$ cat config.mk
export PLATFORM = sky130hd
export DESIGN_NAME = buffered_uart
export DESIGN_NICKNAME = d
export VERILOG_FILES = /design/src/rtl/buffered_uart_pkg.sv /design/src/rtl/uart_sync_fifo.sv /design/src/rtl/buffered_uart.sv
export SDC_FILE = /design/constraint.sdc
export NUM_CORES = 1
export LEC_CHECK = 0
export BUFFER_PORTS_ARGS = -buffer_cell sky130_fd_sc_hd__buf_2
export CORE_AREA = 2 2 173 242
export DETAILED_ROUTE_END_ITERATION = 12
export DIE_AREA = 0 0 175 244
export MAX_ROUTING_LAYER = met4
export PLACE_DENSITY = 0.61
export SLEW_MARGIN = 5
export SYNTH_ARGS = -nofsm -noshare
export SYNTH_HDL_FRONTEND = slang
export SYNTH_SLANG_ARGS = --single-unit
$ cat constraint.sdc
create_clock -name clk -period 4.1 [get_ports clk]
set_input_delay 0.41 -clock clk [delete_from_list [all_inputs] [get_ports clk]]
set_output_delay 0.41 -clock clk [all_outputs]
set_load 0.02 [all_outputs]
$ cat src/rtl/buffered_uart_pkg.sv
// buffered_uart_pkg: FSM encodings and timing constants for buffered_uart.
// Parity states exist only when BUFFERED_UART_PARITY_EN is defined.
package buffered_uart_pkg;

  localparam int MIN_BIT_PERIOD = 3;
  localparam int SYNC_DEPTH = 2;

  typedef enum logic [2:0] {
    TX_IDLE,
    TX_START,
    TX_DATA,
`ifdef BUFFERED_UART_PARITY_EN
    TX_PARITY,
`endif
    TX_STOP
  } tx_state_t;

  typedef enum logic [2:0] {
    RX_IDLE,
    RX_START,
    RX_DATA,
`ifdef BUFFERED_UART_PARITY_EN
    RX_PARITY,
`endif
    RX_STOP,
    RX_WAIT_HIGH
  } rx_state_t;

endpackage

$ cat src/rtl/uart_sync_fifo.sv
// uart_sync_fifo: first-word fall-through FIFO with registered level.
// Push while full and pop while empty are ignored.
module uart_sync_fifo #(
  parameter int WIDTH = 8,
  parameter int DEPTH = 16,
  parameter int LVL_W = $clog2(DEPTH) + 1
) (
  input  logic             clk,
  input  logic             rst,
  input  logic             push,
  input  logic [WIDTH-1:0] wdata,
  output logic             full,
  input  logic             pop,
  output logic [WIDTH-1:0] rdata,
  output logic             empty,
  output logic [LVL_W-1:0] level
);

  localparam int PTR_W = $clog2(DEPTH);

  logic [WIDTH-1:0] mem [DEPTH];
  logic [PTR_W-1:0] wp;
  logic [PTR_W-1:0] rp;
  logic             do_push;
  logic             do_pop;

  assign full    = level == LVL_W'(DEPTH);
  assign empty   = level == '0;
  assign do_push = push & ~full;
  assign do_pop  = pop & ~empty;
  assign rdata   = empty ? '0 : mem[rp];

  always_ff @(posedge clk) begin
    if (do_push) mem[wp] <= wdata;
  end

  always_ff @(posedge clk) begin
    if (rst) begin
      wp    <= '0;
      rp    <= '0;
      level <= '0;
    end else begin
      if (do_push) wp <= wp + 1'b1;
      if (do_pop) rp <= rp + 1'b1;
      case ({do_push, do_pop})
        2'b10:   level <= level + 1'b1;
        2'b01:   level <= level - 1'b1;
        default: level <= level;
      endcase
    end
  end

endmodule

$ cat src/rtl/buffered_uart.sv
// buffered_uart: FIFO-buffered UART with programmable bit period.
// Define BUFFERED_UART_PARITY_EN to add a parity bit and parity error flag.
module buffered_uart
  import buffered_uart_pkg::*;
#(
  parameter int DATA_BITS        = 8,
  parameter int FIFO_DEPTH       = 16,
  parameter int CLOCK_SCALE_BITS = 16,
  parameter int LEVEL_BITS       = $clog2(FIFO_DEPTH) + 1
) (
  input  logic                        clk,
  input  logic                        rst,
  input  logic [CLOCK_SCALE_BITS-1:0] cyclesPerBit,
  input  logic                        txWriteEnable,
  input  logic [DATA_BITS-1:0]        txWriteData,
  output logic                        txFull,
  output logic [LEVEL_BITS-1:0]       txLevel,
  input  logic                        rxReadEnable,
  output logic [DATA_BITS-1:0]        rxReadData,
  output logic                        rxEmpty,
  output logic [LEVEL_BITS-1:0]       rxLevel,
  output logic                        rxOverflow,
  output logic                        rxFrameError,
  input  logic                        clearErrors,
`ifdef BUFFERED_UART_PARITY_EN
  input  logic                        parityOdd,
  output logic                        rxParityError,
`endif
  input  logic                        rx,
  output logic                        tx
);

  localparam int IDX_W = $clog2(DATA_BITS);
  localparam logic [IDX_W-1:0] LAST = IDX_W'(DATA_BITS - 1);

  typedef logic [CLOCK_SCALE_BITS-1:0] cnt_t;

  cnt_t eff_period;
  assign eff_period = (cyclesPerBit < cnt_t'(MIN_BIT_PERIOD)) ?
                      cnt_t'(MIN_BIT_PERIOD) : cyclesPerBit;

  tx_state_t            tx_st, tx_nxt;
  cnt_t                 tx_cnt, tx_period;
  logic [IDX_W-1:0]     tx_idx;
  logic [DATA_BITS-1:0] tx_sh, tx_head;
  logic                 tx_pop, tx_empty, tx_done;

  rx_state_t             rx_st, rx_nxt;
  cnt_t                  rx_cnt, rx_period;
  logic [IDX_W-1:0]      rx_idx;
  logic [DATA_BITS-1:0]  rx_sh;
  logic [SYNC_DEPTH-1:0] rx_sync;
  logic                  rx_s, rx_prev, rx_full;
  logic                  rx_done, rx_half, rx_tick;
  logic                  push_req, ferr_set, ovf_set;

`ifdef BUFFERED_UART_PARITY_EN
  logic tx_par;
  logic perr_set;
`endif

  uart_sync_fifo #(.WIDTH(DATA_BITS), .DEPTH(FIFO_DEPTH), .LVL_W(LEVEL_BITS)) u_txf (
    .clk(clk), .rst(rst),
    .push(txWriteEnable), .wdata(txWriteData), .full(txFull),
    .pop(tx_pop), .rdata(tx_head), .empty(tx_empty), .level(txLevel)
  );

  uart_sync_fifo #(.WIDTH(DATA_BITS), .DEPTH(FIFO_DEPTH), .LVL_W(LEVEL_BITS)) u_rxf (
    .clk(clk), .rst(rst),
    .push(push_req), .wdata(rx_sh), .full(rx_full),
    .pop(rxReadEnable), .rdata(rxReadData), .empty(rxEmpty), .level(rxLevel)
  );

  assign tx_done = tx_cnt == tx_period;

  always_comb begin
    tx_nxt = tx_st;
    tx_pop = 1'b0;
    case (tx_st)
      TX_IDLE: if (!tx_empty) begin
        tx_pop = 1'b1;
        tx_nxt = TX_START;
      end
      TX_START: if (tx_done) tx_nxt = TX_DATA;
`ifdef BUFFERED_UART_PARITY_EN
      TX_DATA: if (tx_done && tx_idx == LAST) tx_nxt = TX_PARITY;
      TX_PARITY: if (tx_done) tx_nxt = TX_STOP;
`else
      TX_DATA: if (tx_done && tx_idx == LAST) tx_nxt = TX_STOP;
`endif
      // Chain straight into the next start bit to avoid an idle gap
      TX_STOP: if (tx_done) begin
        tx_pop = !tx_empty;
        tx_nxt = tx_empty ? TX_IDLE : TX_START;
      end
      default: tx_nxt = TX_IDLE;
    endcase
  end

  always_ff @(posedge clk) begin
    if (rst) begin
      tx_st     <= TX_IDLE;
      tx        <= 1'b1;
      tx_cnt    <= '0;
      tx_idx    <= '0;
      tx_sh     <= '0;
      tx_period <= '0;
`ifdef BUFFERED_UART_PARITY_EN
      tx_par    <= 1'b0;
`endif
    end else begin
      tx_st <= tx_nxt;
      if (tx_pop) begin
        tx_sh     <= tx_head;
        tx_cnt    <= '0;
        tx_idx    <= '0;
        tx_period <= eff_period;
        tx        <= 1'b0;
`ifdef BUFFERED_UART_PARITY_EN
        tx_par    <= (^tx_head) ^ parityOdd;
`endif
      end else if (tx_st != TX_IDLE) begin
        tx_cnt <= tx_done ? '0 : tx_cnt + 1'b1;
        if (tx_done) begin
          case (tx_st)
            TX_START: begin
              tx    <= tx_sh[0];
              tx_sh <= tx_sh >> 1;
            end
            TX_DATA: begin
              if (tx_idx == LAST) begin
`ifdef BUFFERED_UART_PARITY_EN
                tx <= tx_par;
`else
                tx <= 1'b1;
`endif
              end else begin
                tx     <= tx_sh[0];
                tx_sh  <= tx_sh >> 1;
                tx_idx <= tx_idx + 1'b1;
              end
            end
            default: tx <= 1'b1;
          endcase
        end
      end
    end
  end

  assign rx_s    = rx_sync[SYNC_DEPTH-1];
  assign rx_done = rx_cnt == rx_period;
  assign rx_half = rx_cnt == (rx_period >> 1);
  assign rx_tick = (rx_st == RX_START) ? rx_half : rx_done;
  assign ovf_set = push_req & rx_full;

  always_comb begin
    rx_nxt   = rx_st;
    push_req = 1'b0;
    ferr_set = 1'b0;
`ifdef BUFFERED_UART_PARITY_EN
    perr_set = 1'b0;
`endif
    case (rx_st)
      RX_IDLE: if (rx_prev && !rx_s) rx_nxt = RX_START;
      RX_START: if (rx_half) rx_nxt = rx_s ? RX_IDLE : RX_DATA;
`ifdef BUFFERED_UART_PARITY_EN
      RX_DATA: if (rx_done && rx_idx == LAST) rx_nxt = RX_PARITY;
      RX_PARITY: if (rx_done) begin
        rx_nxt   = RX_STOP;
        perr_set = rx_s ^ (^rx_sh) ^ parityOdd;
      end
`else
      RX_DATA: if (rx_done && rx_idx == LAST) rx_nxt = RX_STOP;
`endif
      RX_STOP: if (rx_done) begin
        push_req = rx_s;
        ferr_set = !rx_s;
        rx_nxt   = rx_s ? RX_IDLE : RX_WAIT_HIGH;
      end
      RX_WAIT_HIGH: if (rx_s) rx_nxt = RX_IDLE;
      default: rx_nxt = RX_IDLE;
    endcase
  end

  always_ff @(posedge clk) begin
    if (rst) begin
      rx_sync      <= '1;
      rx_prev      <= 1'b1;
      rx_st        <= RX_IDLE;
      rx_cnt       <= '0;
      rx_idx       <= '0;
      rx_sh        <= '0;
      rx_period    <= '0;
      rxOverflow   <= 1'b0;
      rxFrameError <= 1'b0;
`ifdef BUFFERED_UART_PARITY_EN
      rxParityError <= 1'b0;
`endif
    end else begin
      rx_sync <= {rx_sync[SYNC_DEPTH-2:0], rx};
      rx_prev <= rx_s;
      rx_st   <= rx_nxt;
      // Period tracks the input while idle, so it freezes at the start edge
      if (rx_st == RX_IDLE) begin
        rx_cnt    <= '0;
        rx_idx    <= '0;
        rx_period <= eff_period;
      end else if (rx_tick) begin
        rx_cnt <= '0;
        if (rx_st == RX_DATA) begin
          rx_sh  <= {rx_s, rx_sh[DATA_BITS-1:1]};
          rx_idx <= rx_idx + 1'b1;
        end
      end else begin
        rx_cnt <= rx_cnt + 1'b1;
      end
      rxOverflow   <= (rxOverflow & ~clearErrors) | ovf_set;
      rxFrameError <= (rxFrameError & ~clearErrors) | ferr_set;
`ifdef BUFFERED_UART_PARITY_EN
      rxParityError <= (rxParityError & ~clearErrors) | perr_set;
`endif
    end
  end

endmodule

* After elaboration in Yosys (flattened, before gate mapping)
Memories as Yosys holds them, arrays and structs flattened. A register that Yosys moved wholly into a read port is not among the register bits.
Index checks and enable logic that the tools add are counted.
Widths: inputs -> output; s select.
** Operators by class
- Shift operators :: 0
- Div/mod/pow operators :: 0
- Multiply operators :: 0
- Mux-type cells :: 46
- Bitwise operators :: 16
- Reductions and logical operators :: 25
- Eq/ne operators :: 28
- Add/subtract/negate cells :: 12
- $lt $le $gt $ge :: 1
** Operator list (count)
- $mux 8 :: 6
- $add 16x1->16 const B :: 2
- $eq 16x16->1 :: 2
- $mux 16 :: 2
- $mux 3 :: 10
- $pmux 5 s2 :: 2
- $ne 2x2->1 const B :: 9
- $add 4x1->4 const B :: 4
- $eq 16x15->1 :: 1
- $lt 16x2->1 const B :: 1
- $mux 1 :: 16
- $mux 4 :: 4
- $pmux 8 s2 :: 1
- $pmux 3 s5 :: 1
- $eq 3x2->1 const B :: 4
- $pmux 3 s4 :: 1
- $reduce_and 4->1 :: 3
- $add 5x1->5 const B :: 2
- $eq 5x5->1 const B :: 2
- $logic_not 5->1 :: 2
- $sub 5x1->5 const B :: 2
- $eq 3x3->1 const B :: 3
- $reduce_bool 2->1 :: 4
- $and 1x1->1 :: 7
- other kinds (18) :: 37
** Word-level totals
- ROM bits :: 0
- Bits in latches :: 0
- Memories kept :: 2
- Flip-flop bits (word level) :: 124
- Output and inout bits :: 23
- Memory bits (writable) :: 256
** Memories
- u_rxf.mem :: depth 16, width 8, rd ports 1, clocked after memory_dff 1, wr ports 1, line uart_sync_fifo.sv:21 : logic [WIDTH-1:0] mem [DEPTH];
- u_txf.mem :: depth 16, width 8, rd ports 1, clocked after memory_dff 1, wr ports 1, line uart_sync_fifo.sv:21

* Longest topological paths before layout
- Depth in word-level cells :: 7
- Mapped depth :: 17

* Modules after synthesis
A second synthesis with hierarchy kept.
** Second synthesis, totals
- Cells, all modules :: 1154
- Area total of the unflattened synthesis :: 16539.6 um^2
** By module, submodules not included
- uart_sync_fifo :: seq. area each 4184.0 um^2, cells an instance 313, times used 2, area an instance 5984.5 um^2
- buffered_uart :: seq. area each 1941.9 um^2, cells an instance 528, times used 1, area an instance 4570.6 um^2

* Worst setup path after synthesis
Ideal clock, no wire load.
- Path kind :: register -> register
- Start point :: register tx_cnt[0]
- End point :: register u_txf.level[4]
- Cell stages (with the launch flop) :: 17
- Path slack :: 654 ps
- Data required time :: 3979 ps
- Setup time :: 121 ps
- Arrival time :: 3325 ps
- Clock period less this slack :: 3446 ps
- Cells stage by stage :: dfxtp_1 -> xor2_1 -> nor4_2 -> nand4_2 -> o21a_1 -> inv_2 -> clkbuf_1 -> ha_1 -> clkbuf_1 -> xor2_1 -> ha_1 -> a21oi_1 -> nor2b_1 -> o21ai_0 -> a21o_1 -> a31oi_1 -> mux2_2
** Between the ends
- Longest elaborated chain between the ends :: 6
- Elaborated cells between the ends (all ways) :: 8
- Those cells by class :: eq/ne: 3; mux: 3; bitwise: 1; reduce/logical: 1
** RTL lines
- start, declared :: line buffered_uart.sv:43 : cnt_t tx_cnt, tx_period;
- start signal, assigned :: line buffered_uart.sv:123 : tx_cnt <= tx_done ? '0 : tx_cnt + 1'b1;
- $eq 16x16->1 (*) :: line buffered_uart.sv:74 : assign tx_done = tx_cnt == tx_period;
- $mux 1 (*) :: line buffered_uart.sv:92 : TX_STOP: if (tx_done) begin
- $pmux 1 s2 (*) :: line buffered_uart.sv:79 : case (tx_st)
- $and 1x1->1 (*) :: line uart_sync_fifo.sv:30 : assign do_pop = pop & ~empty;
- $eq 2x1->1 / $eq 2x2->1 (equally long branches) :: line uart_sync_fifo.sv:45 : case ({do_push, do_pop})
- $pmux 5 s2 / $reduce_bool 2->1 (equally long branches)
- end signal, assigned :: line uart_sync_fifo.sv:46 : 2'b10: level <= level + 1'b1;
- end signal, assigned :: line uart_sync_fifo.sv:47 : 2'b01: level <= level - 1'b1;
- end signal, assigned :: line uart_sync_fifo.sv:48 : default: level <= level;
- end, declared :: line uart_sync_fifo.sv:16 : output logic [LVL_W-1:0] level
Every way passes the cells marked *; elsewhere a longest branch is shown, timed or not.
A chain may end at the register's enable or synchronous reset.

* Final worst setup path
- Start point :: register rx_cnt[9]
- End point :: register u_rxf.level[4]
** Between the ends
- Longest elaborated chain between the ends :: 6
- Elaborated cells between the ends (all ways) :: 8
- Those cells by class :: eq/ne: 3; mux: 3; bitwise: 1; reduce/logical: 1
** RTL lines
- start, declared :: line buffered_uart.sv:49 : cnt_t rx_cnt, rx_period;
- start signal, assigned :: line buffered_uart.sv:215 : rx_cnt <= rx_cnt + 1'b1;
- $eq 16x16->1 (*) :: line buffered_uart.sv:151 : assign rx_done = rx_cnt == rx_period;
- $mux 1 (*) :: line buffered_uart.sv:175 : RX_STOP: if (rx_done) begin
- $mux 1 (*) :: line buffered_uart.sv:163 : case (rx_st)
- $and 1x1->1 (*) :: line uart_sync_fifo.sv:29 : assign do_push = push & ~full;
- $eq 2x1->1 / $eq 2x2->1 (equally long branches) :: line uart_sync_fifo.sv:45
- $pmux 5 s2 / $reduce_bool 2->1 (equally long branches)
- end signal, assigned :: line uart_sync_fifo.sv:46
- end signal, assigned :: line uart_sync_fifo.sv:47
- end signal, assigned :: line uart_sync_fifo.sv:48
- end, declared :: line uart_sync_fifo.sv:16
Marks and branches as above.

==> flow_summary.json <==
{
  "post_synth_inst_count": 1131,
  "critical-path-max-stage-delay_ps": 520,
  "min_delay_worst_endpoint": "rx_sync[0]$_SDFF_PP1_",
  "initial_utilization_pct": 39.6,
  "clk_latency_ps": 530,
  "count_of_antenna_violating_nets_left_after_detailed_routing": 0,
  "fin_crit_sh_pct": 84.4,
  "final_cell_count_no_fill": 1750,
  "flow.area_growth_from_synthesis_pct": 13.5,
  "tritoncts.num_buffers": 38,
  "worst_ir_drop_vdd_mv": 0.424,
  "worst_hold_startpoint": "rx",
  "die-width_um": 175,
  "number_of_iterations_in_the_first_detailed_routing_pass": 5,
  "postSynthNetCount": 1190,
  "maxSlewViolCount": 0,
  "post-synth-top-area-cell": "sky130_fd_sc_hd__edfxtp_1",
  "critical_path.reg2reg.endpoint": "u_rxf.level[4]$_SDFFE_PP0P_",
  "syn_std_cell_area_sq_um": 16000,
  "finish.net_count": 1248,
  "max_clock_skew_ps": 20.6,
  "crit_path_leading_delay_family": "simple AND/OR/NAND/NOR gates",
  "power.density_nw_per_um2": 524,
  "tightest_slew_ps": 953,
  "cap_violations": 0,
  "clk_transition_reported_paths_ps": 60,
  "number_of_global_route_vias_before_repair": 9088,
  "cts_max_level": 2,
  "outcome": "finished, final reports clean",
  "pin_count_of_the_biggest_net_entering_global_routing": 84,
  "drc": 0,
  "post_route_cells_drive_above_1_share_pct": 18.2,
  "timing.critical_path.buf_inv": 1,
  "synthArstFlopShare_pct": 0,
  "num_rows": 87,
  "setup_violations": 0,
  "grt_setup_unrepaired": "false",
  "wire_length_of_the_first_global_routing_pass_um": 51200,
  "antenna_violations_before_repair": 0,
  "total_power_mw": 9.52,
  "postCtsResizedCells": 0,
  "cts.repair_timing.setup_buffer_count": 0,
  "synth_area_per_cell_sq_um": 14.1,
  "finalSetupTns_ps": 0,
  "worstPathArrival_ps": 3900,
  "worst_rel_slew_slack_pct": 36.5,
  "total_instance_count_after_detailed_placement": 1683,
  "hold_depth": 2,
  "total_i_o_pin_count": 53,
  "synth_top_area_share_pct": 48.0,
  "critPathMaxFanout": 16,
  "holdBufCountCts": 0,
  "critical_path_cell_count": 12,
  "worstPathRequired_ps": 4540,
  "ff2ff_setup_slack_ps": 640,
  "avgViaCountPerCell": 5.09,
  "timing.final.crit_period_ps": 3460,
  "drtIter0Drc": 514,
  "wl_um": 32600,
  "antenna_cells_inserted": 0,
  "core-area_sq_um": 40400,
  "total_leakage_power_nw": 6.24,
  "hold_path.class": "primary input to flip-flop",
  "place.gp.congestion": 0.765,
  "synth-edff-count": 256,
  "synth.top_cells.by_area": "sky130_fd_sc_hd__edfxtp_1 (48%), sky130_fd_sc_hd__dfxtp_1 (16%), sky130_fd_sc_hd__mux4_2 (10%)",
  "clock_sink_count": 387,
  "port_buffers": 52,
  "cpMaxStageDelayCell": "sky130_fd_sc_hd__nor4_1",
  "final-hold-violation-count": 0,
  "max_clock_freq_ghz": 0.289,
  "ys_dominant_reg_cell": "sky130_fd_sc_hd__edfxtp_1",
  "dp_hpwl_um": 22800,
  "synth_common_cells": "sky130_fd_sc_hd__edfxtp_1 (256), sky130_fd_sc_hd__dfxtp_1 (131), sky130_fd_sc_hd__nor2_1 (99), sky130_fd_sc_hd__nand2_1 (90), sky130_fd_sc_hd__mux4_2 (72)",
  "synth.lib_cells_used.distinct": 49,
  "maximum_number_of_buffers_from_clock_root_to_sink": 3,
  "clk_root_buffer_cell": "sky130_fd_sc_hd__clkbuf_16",
  "rr_worst_depth": 12,
  "endpoint_type_of_the_worst_setup_path": "flip-flop",
  "cts_tree": "done",
  "synth_most_common_cell": "sky130_fd_sc_hd__edfxtp_1",
  "worstReg2RegStart": "rx_cnt[9]$_SDFF_PP0_",
  "globalRouteTotalUtil_pct": 16.0,
  "ys_seq_area_share_pct": 64.4,
  "setup.worst_path.start_class": "flip-flop",
  "floorplan.die_area_sq_um": 42700,
  "number_of_synthesized_register_bits": 387,
  "timing.setup.critical_path_class": "flip-flop to flip-flop",
  "dr_total_vias": 8906,
  "yosys_warnings": 0,
  "globalRouteOverflowTotal": 0,
  "detail_route.wl_per_cell_um": 18.6,
  "die_height_um": 244,
  "crit_chain": "xor2_1, nor4_1, and4_1, nand4_1, buf_4, ha_1, fa_1, a21o_1, a21oi_1, xor2_1, or3_1, a21oi_1"
}
==> sequential cells by signal, summed over array words and instances (netlist names), 2 cells and up, named ones only <==
signal,cells
u_rxf.mem,128
u_txf.mem,128
rx_cnt,16
rx_period,16
tx_cnt,16
tx_period,16
rx_sh,8
tx_sh,8
u_rxf.level,5
u_txf.level,5
u_rxf.rp,4
u_rxf.wp,4
u_txf.rp,4
u_txf.wp,4
rx_idx,3
rx_st,3
tx_idx,3
rx_sync,2
tx_st,2
==> where the power goes <==
| part | total [mW] | switching (mW) | leakage (nW) | internal (mW) |
|---|---|---|---|---|
| Clock | 3.47 | 1.41 | 0.595 | 2.06 |
| Sequential | 4.53 | 0.185 | 3.41 | 4.34 |
| Combinational | 1.53 | 0.892 | 2.24 | 0.633 |
==> kinds of logic (layout without fill, tap and decap cells) <==
kind of cell             after synthesis  after routing  share of synthesized area [%]
AND/OR/NAND/NOR                      318            318                           9.55
AO/OA/AOI/OAI                        116            116                           4.28
adder cells (fa/ha/maj)               29             29                           2.31
buffers and inverters                 80            165                           1.96
flip-flops                           387            387                           64.4
multiplexers                         107            107                           12.3
XOR/XNOR                              94             94                           5.14
==> metal layers <==
layer  vias to the layer above  GRT usage, %  wire length (um)
li1                       4300             -                 -
met1                      4408          16.8             12300
met2                       137          29.9             18200
met3                        61          2.55              1020
met4                         0          6.00              1030
met5                         -             -                 0
==> worst max path at each step <==
stage	start	endpoint	slack, ps
finish	rx_cnt[9]$_SDFF_PP0_	u_rxf.level[4]$_SDFFE_PP0P_	640
global route	rx_cnt[9]$_SDFF_PP0_	u_rxf.level[4]$_SDFFE_PP0P_	520
CTS	rx_cnt[9]$_SDFF_PP0_	u_rxf.level[4]$_SDFFE_PP0P_	700
detailed placement	rx_cnt[9]$_SDFF_PP0_	u_rxf.level[4]$_SDFFE_PP0P_	720
global placement	rx_cnt[14]$_SDFF_PP0_	u_rxf.level[4]$_SDFFE_PP0P_	770
floorplan	tx_cnt[0]$_SDFFE_PP0N_	u_txf.level[4]$_SDFFE_PP0P_	650
==> layout make-up <==
type,instances,area (sq um)
Fill cell,3566,22200
Clock inverter,20,233
Clock buffer,47,1000
Tap cell,534,668
Sequential cell,387,10300
Multi-Input combinational cell,664,5400
Inverter,18,67.6
Timing Repair Buffer,80,483
==> per-stage QoR <==
step           hold slack (ps)  cell area (sq um)  worst slack (ps)  utilization (%)
6_report                  64.6              18200               640             45.0
5_1_grt                   62.4              18200               518             45.0
4_1_cts                   35.3              18200               696             45.0
3_5_place_dp               397              16900               718             41.9
3_3_place_gp               402              16900               766             41.9
2_1_floorplan              389              16000               654                -
==> placed cells by master, fill, tap and decap left out, types with 19 or more instances in the layout <==
cell type                     n
sky130_fd_sc_hd__a21oi_1     66
sky130_fd_sc_hd__buf_2       52
sky130_fd_sc_hd__buf_4       27
sky130_fd_sc_hd__clkbuf_16   38
sky130_fd_sc_hd__dfxtp_1    129
sky130_fd_sc_hd__edfxtp_1   256
sky130_fd_sc_hd__ha_1        28
sky130_fd_sc_hd__mux2i_1     34
sky130_fd_sc_hd__mux4_2      72
sky130_fd_sc_hd__nand2_1     90
sky130_fd_sc_hd__nor2_1      99
sky130_fd_sc_hd__nor2b_1     25
sky130_fd_sc_hd__nor4_1      19
sky130_fd_sc_hd__o21ai_0     19
sky130_fd_sc_hd__xnor2_1     30
sky130_fd_sc_hd__xor2_1      64
Power figures use the tool's default switching activity.
